**src/rtl/uart_service.sv**
```systemverilog
// Byte-command interpreter between a UART byte interface and a FIFO read/write port.
// Optional macro UART_SERVICE_ERR_REPLY_EN: reply ERR_CODE to unknown commands.
module uart_service #(
  parameter logic [7:0] CMD_WRITE = 8'h30,
  parameter logic [7:0] CMD_READ  = 8'h31,
  parameter logic [7:0] CMD_PEEK  = 8'h32,
  parameter logic [7:0] ERR_CODE  = 8'h3F
) (
  input  logic       clk,
  input  logic       rst,
  input  logic [7:0] rx_symbol,
  input  logic       rx_valid,
  input  logic [7:0] value_to_read,
  output logic [7:0] tx_symbol,
  output logic       tx_start,
  output logic [7:0] value_to_write,
  output logic       enable_write,
  output logic       enable_read,
  output logic [2:0] fsm_state
);

  typedef enum logic [2:0] {
    IDLE      = 3'd0,
    GET_DATA  = 3'd1,
    WRITE     = 3'd2,
    READ_REQ  = 3'd3,
    READ_WAIT = 3'd4,
    SEND      = 3'd5
  } state_t;

  state_t     state, state_nx;
  logic [7:0] instruction, instruction_nx;
  logic [7:0] data, data_nx;
  logic [7:0] tx_symbol_nx;

  // Handshake: rx_valid is a one-cycle strobe with no back-pressure; a byte arriving
  // outside IDLE/GET_DATA is dropped. All strobes are one-cycle, registered from next state.
  always_comb begin
    state_nx       = state;
    instruction_nx = instruction;
    data_nx        = data;
    tx_symbol_nx   = tx_symbol;
    case (state)
      IDLE: begin
        if (rx_valid) begin
          instruction_nx = rx_symbol;
          if (rx_symbol == CMD_WRITE) begin
            state_nx = GET_DATA;
          end else if (rx_symbol == CMD_READ) begin
            state_nx = READ_REQ;
          end else if (rx_symbol == CMD_PEEK) begin
            state_nx     = SEND;
            tx_symbol_nx = data;
          end else begin
`ifdef UART_SERVICE_ERR_REPLY_EN
            state_nx     = SEND;
            tx_symbol_nx = ERR_CODE;
`else
            state_nx     = IDLE;
`endif
          end
        end
      end
      GET_DATA: begin
        // Any byte here is payload, even one that looks like a command.
        if (rx_valid) begin
          data_nx  = rx_symbol;
          state_nx = WRITE;
        end
      end
      WRITE:     state_nx = IDLE;
      READ_REQ:  state_nx = READ_WAIT;
      READ_WAIT: begin
        tx_symbol_nx = value_to_read;
        state_nx     = SEND;
      end
      SEND:      state_nx = IDLE;
      default:   state_nx = IDLE;
    endcase
  end

  always_ff @(posedge clk or negedge rst) begin
    if (!rst) begin
      state        <= IDLE;
      instruction  <= 8'h00;
      data         <= 8'h00;
      tx_symbol    <= 8'h00;
      tx_start     <= 1'b0;
      enable_write <= 1'b0;
      enable_read  <= 1'b0;
    end else begin
      state        <= state_nx;
      instruction  <= instruction_nx;
      data         <= data_nx;
      tx_symbol    <= tx_symbol_nx;
      tx_start     <= (state_nx == SEND);
      enable_write <= (state_nx == WRITE);
      enable_read  <= (state_nx == READ_REQ);
    end
  end

  assign value_to_write = data;
  assign fsm_state      = state;

endmodule

```
**config.mk**
```make
export PLATFORM = sky130hd
export DESIGN_NAME = uart_service
export DESIGN_NICKNAME = d
export VERILOG_FILES = /design/src/rtl/uart_service.sv
export SDC_FILE = /design/constraint.sdc
export NUM_CORES = 1
export LEC_CHECK = 0
export BUFFER_PORTS_ARGS = -buffer_cell sky130_fd_sc_hd__buf_4
export CAP_MARGIN = 20
export CORE_UTILIZATION = 41
export DETAILED_ROUTE_END_ITERATION = 12
export PLACE_DENSITY_LB_ADDON = 0.15
export SLEW_MARGIN = 20
export SYNTH_ARGS = -nofsm -noshare
export SYNTH_HDL_FRONTEND = slang
export SYNTH_SLANG_ARGS = --single-unit
```
**constraint.sdc**
```tcl
create_clock -name clk -period 1.4 [get_ports clk]
set_input_delay 0.28 -clock clk [delete_from_list [all_inputs] [get_ports clk]]
set_output_delay 0.28 -clock clk [all_outputs]
set_load 0.01 [all_outputs]
```
**Yosys cells after proc, flatten, opt, wreduce, memory -nomap -nowiden**

Cells that the tools add are included.

- Logic and storage cells: 34
- Input bits: 19
- Memories: 0
- Flip-flop bits (word level): 22
- Memory bits (writable): 0
- Latch bits: 0
- Output and inout port bits: 22
- ROM bits: 0

- Bitwise operators: 0
- Multiply operators: 0
- Order comparisons: 0
- Equality and inequality tests: 13
- Muxes and demuxes: 11
- Div/mod/pow operators: 0
- Shift operators: 0
- Add/subtract/negate cells: 0
- Reductions and logical operators: 4

Operator list:

| kind | number |
|---|---|
| two-way mux 8 bit | 4 |
| equality test 8 x 6 -> 1 bit (second input constant) | 3 |
| one-hot mux 8 bit (2 select lines) | 1 |
| two-way mux 3 bit | 5 |
| one-hot mux 3 bit (4 select lines) | 1 |
| equality test 3 x 2 -> 1 bit (second input constant) | 3 |
| inequality test 2 bit (second input constant) | 4 |
| equality test 3 bit (second input constant) | 2 |
| AND reduction 5 bit | 1 |
| equality test 3 x 1 -> 1 bit (second input constant) | 1 |
| zero test 3 bit | 1 |
| AND reduction 2 bit | 1 |
| nonzero test 2 bit | 1 |

**Logic depth before layout (Yosys ltp)**

Gate-level depths: netlist of the first run.

- Depth in word-level cells: 7
- Gate-level depth with buffers: 5
- Mapped depth without buffers: 4

**Least setup slack after synthesis of the first run**

No wires, ideal clock.

- Kind: register to register
- From: reg state[1] (netlist: fsm_state[1])
- To: reg tx_symbol[0]
- Path buffers: 1
- Arrival: 1.332 ns
- Clock period less this slack: 1.399 ns
- Stages on the path, launching flop included: 6
- Setup slack: 0.001 ns
- Library setup time: 0.066 ns
- Data required time: 1.334 ns
- Cells stage by stage: dfrtp_1 > nor2_1 > buf_2 > nand2_1 > nor3b_4 > a221o_1

- Longest elaborated chain between the ends: 3
- Elaborated cells on any way between the ends: 9
- Those cells by class: eq/ne: 5; mux: 1; reduce/logical: 3

Ends and longest elaborated chain:

| item | RTL line | text |
|---|---|---|
| start, declared | 31 | `state_t state, state_nx;` |
| start signal, assigned | 92 | `state <= state_nx;` |
| equality test 3 bit / zero test 3 bit (equally long branches) | -- |  |
| nonzero test 2 bit (no source line) / inequality test 2 bit (equally long branches) | -- |  |
| AND reduction 5 bit (no source line) | -- |  |
| end signal, assigned | 95 | `tx_symbol <= tx_symbol_nx;` |
| end, declared | 14 | `output logic [7:0] tx_symbol,` |

Parallel ways exist; a longest one is shown, timed or not.
A chain may end at the register's enable or synchronous reset.

**Worst setup path in the final report of the first run**

- From: reg state[1] (netlist: fsm_state[1])
- To: reg data[6] (netlist: value_to_write[6])

- Longest elaborated chain between the ends: 2

Ends and longest elaborated chain:

| item | RTL line | text |
|---|---|---|
| equality test 3 x 1 -> 1 bit | 43 | `case (state)` |
| AND reduction 2 bit (no source line) | -- |  |
| end signal, assigned | 94 | `data <= data_nx;` |
| end, declared | 33 | `logic [7:0] data, data_nx;` |

Every way passes these cells.

==> qor.yml, run 1 <==
status: "finished with violations"
violations: "negative setup slack"
maxSlewViolCount: 0
synth_edf_count: 0
crit_buf_inv: 1
rows: 17
cp.arrival_ps: 1610
layout_setup_ws_ps: -4.11
first_global_vias: 795
drive_above_1_share_pct: 61.8
rsz0062_at_grt: "yes"
synth_fp_nets: 87
synthDominantCellAreaShare_pct: 56.6
peakVddDrop_uv: 1110
worstSkewPairLatency_ps: 310
antenna_found_initial: 0
synth_area_leaders: "dfrtp_1 57%, mux2_2 9.3%, a221o_1 8.2%"
fin_crit_sh_pct: 100
dp_hpwl_um: 1740
crit_fanout: 5
final_cell_area_mm2: 0.00153
fp.dieH_um: 50.7
worstMarginPinSlew_ps: 380
min_period_ps: 1400
globalplace.congestion: 0.752
synth.area.mux_share_pct: 9.27
multiInputGateArea_um2: 489
synthSimpleGateAreaFrac_pct: 19.8
avgSynthCellArea_um2: 14.3
path_clk_slew_ps: 110
p_leak_uw: 0.000759
die-area_mm2: 0.00257
cap_violations: 0
syn2layout_area_growth_pct: 56.9
synth_xor_area_share_pct: 0
grt_max_degree: 23
layout.nets: 144
synth.distinct_cells: 22
placed_cells: 145
finalSetupTns_ps: -4.55
hold_class: "in -> reg"
clkSinkCount: 22
gr-total-overflow: 0
post_drt_wl_per_cell_um: 16.3
synth_flop_cell: "dfrtp_1"
dpl_cell_area_mm2: 0.00139
routed.top_layer: "met4"
dr.pass1.iters: 4
synth_area_um2: 972
crit_family: "flip-flops"
port_buffers: 40
clock_skew_ps: 0.973
start_util_pct: 43.5
yosysMostFrequentCell: "dfrtp_1"
cpPeakStageDelay_ps: 470
synth_compound_area_share_pct: 12.5
drt_iter0_drc: 16
htree_levels: 1
wl_met2_um: 1220
netlist_instances: 68
wl_um: 2460
cp-end-kind: "flop"
cts_tree: "yes"
die_w_um: 50.7
setup_viol: 2
async_reset_ff_share_pct: 100
yosysWarnings: 0
wl_met1_um: 1120
fin_cells: 151
crit_path_cell_trace: "nor4bb_4, buf_6, mux2_4"
synth_top_family_by_area: "simple AND/OR/NAND/NOR gates"
nFillCells: 171
vias_per_cell: 5.38
numCtsBuffers: 3
grt.total_usage_pct: 20.2
finalHoldViolCount: 0
r2r_slack_ps: -4
fmax_mhz: 712
required_ps: 1610
synth_seq_cells: 22
top_level_ports: 41
worstSetupPathType: "reg -> reg"
vias: 813
synth_commonest_cells: "22 x dfrtp_1, 8 x a221o_1, 8 x and3_1, 8 x mux2_2, 3 x nor3b_4"
cp-start-kind: "flop"
power.density_mw_per_mm2: 1910
seqCellArea_um2: 552
synth.yosys.seq_area_share_pct: 56.6
drc_errors: 0
slowest_stage: "dfrtp_2"
clockBufferDepth: 2
synth.largest_area_cell: "dfrtp_1"
slew_headroom_pct: 74.7
drtAntennaViolNets: 0
fin_total_pwr_uw: 2920
synthAdderAreaFrac_pct: 0
core-area_mm2: 0.00223
cts_root_buf: "clkbuf_4"
grt_pass1_wl_um: 3770
diodes: 0
wl_met3_um: 89
-- cells in the final DEF, fill, tap and decap left out, drive strengths merged --
master / Yosys / routed
nand3b: 1 / 1
nand4bb: 1 / 1
nor4bb: 1 / 1
or2: 1 / 1
and3: 8 / 8
nor3b: 3 / 3
dfrtp: 22 / 22
a211oi: 1 / 1
nor4: 1 / 1
mux2: 8 / 8
a221o: 8 / 8
and2: 1 / 1
o21a: 1 / 1
inv: 1 / 1
nor3: 1 / 1
nand2: 2 / 2
nand2b: 1 / 1
buf: 2 / 53
nor2: 1 / 1
clkbuf: 1 / 3
dlygate4sd3: 0 / 1
a21oi: 1 / 1
a31oi: 1 / 2
-- power by group --
part           leakage [uW]  switching (uW)  total [uW]  internal (uW)
Clock             0.0000138             184         285            101
Combinational      0.000473             588        1500            908
Sequential         0.000273             222        1130            912
-- flip-flops by register name (all words and copies together), names as in the netlist --
name / cells
enable_read: 1
tx_symbol: 8
fsm_state: 3
enable_write: 1
value_to_write: 8
tx_start: 1
-- worst register-to-register path, stage by stage (launching register included) --
cell and delay, ps:
dfrtp_2 470, nor4bb_4 350, buf_6 180, mux2_4 300
-- worst paths after layout --
| path | cells past startpoint | startpoint | end |
|---|---|---|---|
| worst max-delay path | 3 | fsm_state[1] | value_to_write[6] |
| worst min-delay path | 2 | rx_symbol[7] | value_to_write[7] |
| worst max register to register | 3 | fsm_state[1] | value_to_write[6] |
| worst min register to register | 1 | tx_symbol[6] | tx_symbol[6] |
| max in group asynchronous | 2 | rst | fsm_state[1] |
| min in group asynchronous | 2 | rst | value_to_write[2] |
-- cells by family (layout without fill, tap and decap cells) --
group / after synthesis / after routing
flops: 22 / 22
buf+inv: 4 / 58
mux: 8 / 8
compound gates: 12 / 13
simple gates: 22 / 22
-- what timing repair did --
action / in CTS / in global routing
hold endpoints to repair: 22 / 0
resized for setup: 3 / 17
endpoints found under the setup margin: 12 / 18
hold buffers: 1 / 0
setup buffers: 1 / 0
gates cloned: 0 / 1
pin swaps: 1 / 10
-- metal layers --
layer	track usage (%)	vias up
met2	33.8	23
met3	2.42	2
met5	0	-
li1	-	379
met1	25.6	409
met4	9.72	0
-- layout make-up --
class	instances	share of cell area, %
Clock buffer	3	1.48
Tap cell	28	2.30
Timing Repair Buffer	54	27.7
Inverter	1	0.246
Multi-Input combinational cell	43	32.1
Sequential cell	22	36.2
-- stage by stage --
step,hold slack (ps),utilization (%),setup slack [ps]
4_1_cts,203,64.5,-18.6
3_5_place_dp,185,62.2,-206
2_1_floorplan,-15.6,-,1.49
3_3_place_gp,180,62.2,-144
6_report,209,68.3,-4.11
5_1_grt,199,68.3,-96.6
Note: power is estimated with default switching activity, not from simulation.
==> inputs of run 2 (changes only) <==
--- a/config.mk
+++ b/config.mk
@@ -7,8 +7,9 @@
 export LEC_CHECK = 0
 export BUFFER_PORTS_ARGS = -buffer_cell sky130_fd_sc_hd__buf_4
 export CAP_MARGIN = 20
-export CORE_UTILIZATION = 41
+export CORE_UTILIZATION = 46
 export DETAILED_ROUTE_END_ITERATION = 12
+export MAX_ROUTING_LAYER = met4
 export PLACE_DENSITY_LB_ADDON = 0.15
 export SLEW_MARGIN = 20
 export SYNTH_ARGS = -nofsm -noshare
==> constraint.sdc (replaced) <==
create_clock -name clk -period 1.5 [get_ports clk]
set_input_delay 0.3 -clock clk [delete_from_list [all_inputs] [get_ports clk]]
set_output_delay 0.3 -clock clk [all_outputs]
set_load 0.01 [all_outputs]
==> run 2 against run 1 <==
The flow now finishes without violations. Critical path depth up 1. Worst setup slack better by 66 ps. Register-to-register slack improved by 70 ps. Global-route usage increased by 1.8 points. Power is 8.8% lower. Sequential power down 9%. Non-clock buffer count down 3. Combinational power shrank 21%. Sequential share of layout area grew 2.1 points. Fmax shrank 2.3%. Clock power is 57% higher. Critical path type unchanged. Largest power group unchanged.
==> qor.yml, run 2 (synthesized netlist as in run 1, its figures left out) <==
globalplace.congestion: 0.774
cts_tree: "yes"
hold_class: "in -> reg"
cp-start-kind: "flop"
worstSkewPairLatency_ps: 300
reg2reg_from: "fsm_state[1]"
drt_iter0_drc: 7
gr-total-overflow: 0
final_cell_mix: "50 x buf_4, 22 x dfrtp_1, 8 x and3_1, 8 x a221o_1, 8 x mux2_2"
path_clk_slew_ps: 120
die_w_um: 48.0
worstMarginPinSlew_ps: 446
htree_levels: 1
fmax_mhz: 695
core-area_mm2: 0.00198
finalHoldViolCount: 0
required_ps: 1690
peakVddDrop_uv: 1030
r2r_slack_ps: 60
status: "completed"
vias_per_cell: 5.22
slowest_stage: "dfrtp_1"
crit_path_cell_trace: "nor2_2, buf_4, a31oi_4, a221o_1"
drive_above_1_share_pct: 57.5
dr.pass1.iters: 4
syn2layout_area_growth_pct: 48.0
dp_hpwl_um: 1650
cp.arrival_ps: 1630
maxSlewViolCount: 0
clock_skew_ps: 4.16
hold_end: "value_to_write[7]"
cap_violations: 0
r2r_cells: 4
rows: 16
min_period_ps: 1440
post_drt_wl_per_cell_um: 14.8
cts_root_buf: "clkbuf_4"
grt_pass1_wl_um: 3170
regToRegEndpoint: "tx_symbol[2]"
pre_cts_slack_ps: -120
diodes: 0
power.density_mw_per_mm2: 1850
numCtsBuffers: 3
drtAntennaViolNets: 0
setup_viol: 0
nFillCells: 142
start_util_pct: 49.1
layout.nets: 140
hold_depth: 2
antenna_found_initial: 0
fp.dieH_um: 48.0
grt.total_usage_pct: 22.0
fin_total_pwr_uw: 2660
rsz0062_at_grt: "yes"
fin_crit_sh_pct: 95.9
vias: 768
clkSinkCount: 22
top_level_ports: 41
crit_buf_inv: 1
cpPeakStageDelay_ps: 440
final_common_cell: "buf_4"
port_buffers: 40
crit_family: "compound AO/OA/AOI/OAI gates"
p_leak_uw: 0.000724
crit_fanout: 10
layout_setup_ws_ps: 62.1
drc_errors: 0
worstSetupPathType: "reg -> reg"
die-area_mm2: 0.00230
first_global_vias: 681
clockBufferDepth: 2
cp-end-kind: "flop"
slew_headroom_pct: 70.0
wl_um: 2170
hold_path.startpoint: "rx_symbol[7]"
grt_max_degree: 23
run 2: how the worst max path moves through the flow:
stage	from	slack (ps)	cells after the start	to
finish	fsm_state[1]	60	4	tx_symbol[2]
global route	fsm_state[0]	-20	4	value_to_write[1]
CTS	fsm_state[1]	60	4	tx_symbol[5]
detailed placement	rx_symbol[6]	-120	5	tx_symbol[5]
global placement	rx_symbol[6]	-60	5	tx_symbol[4]
floorplan	fsm_state[1]	100	5	tx_symbol[0]
run 2: final cells by class:
class / count / area [um2] / area share [%]
inverter: 1 / 3.75 / 0.261
sequential: 22 / 551 / 38.3
tap: 27 / 33.8 / 2.35
timing repair buffer: 51 / 385 / 26.8
clock inverter: 1 / 30.0 / 2.09
clock buffer: 3 / 22.5 / 1.57
multi-input combinational: 42 / 413 / 28.7
run 2: power by group:
group	switching (uW)	total [uW]	internal, uW
Clock	177	447	270
Combinational	490	1180	692
Sequential	182	1030	850
Total	849	2660	1810
run 2: stage by stage:
step	hold slack [ps]	instance area, um2	setup TNS (ps)	cells	utilization, %
global route	214	1440	-81.1	147	72.6
global placement	199	1360	-439	140	68.6
finish	235	1440	0	147	72.6
CTS	231	1440	0	147	72.6
floorplan	4.41	972	0	68	-
detailed placement	200	1360	-844	140	68.6
run 2: timing repair:
item,in CTS,in global routing
hold buffers,1,0
buffers inserted,2,0
setup endpoints to repair,8,9
gates resized for setup,1,0
pin swaps,1,0
hold endpoints to repair,22,0
run 2: per-layer routing:
| metal | vias up | GRT usage, % | share of wire [%] |
|---|---|---|---|
| met2 | 24 | 35.4 | 52 |
| met5 | - | - | 0 |
| met4 | 0 | 7.22 | 0.69 |
| met3 | 2 | 4.91 | 4.5 |
| met1 | 378 | 27.2 | 43 |
| li1 | 364 | - | - |
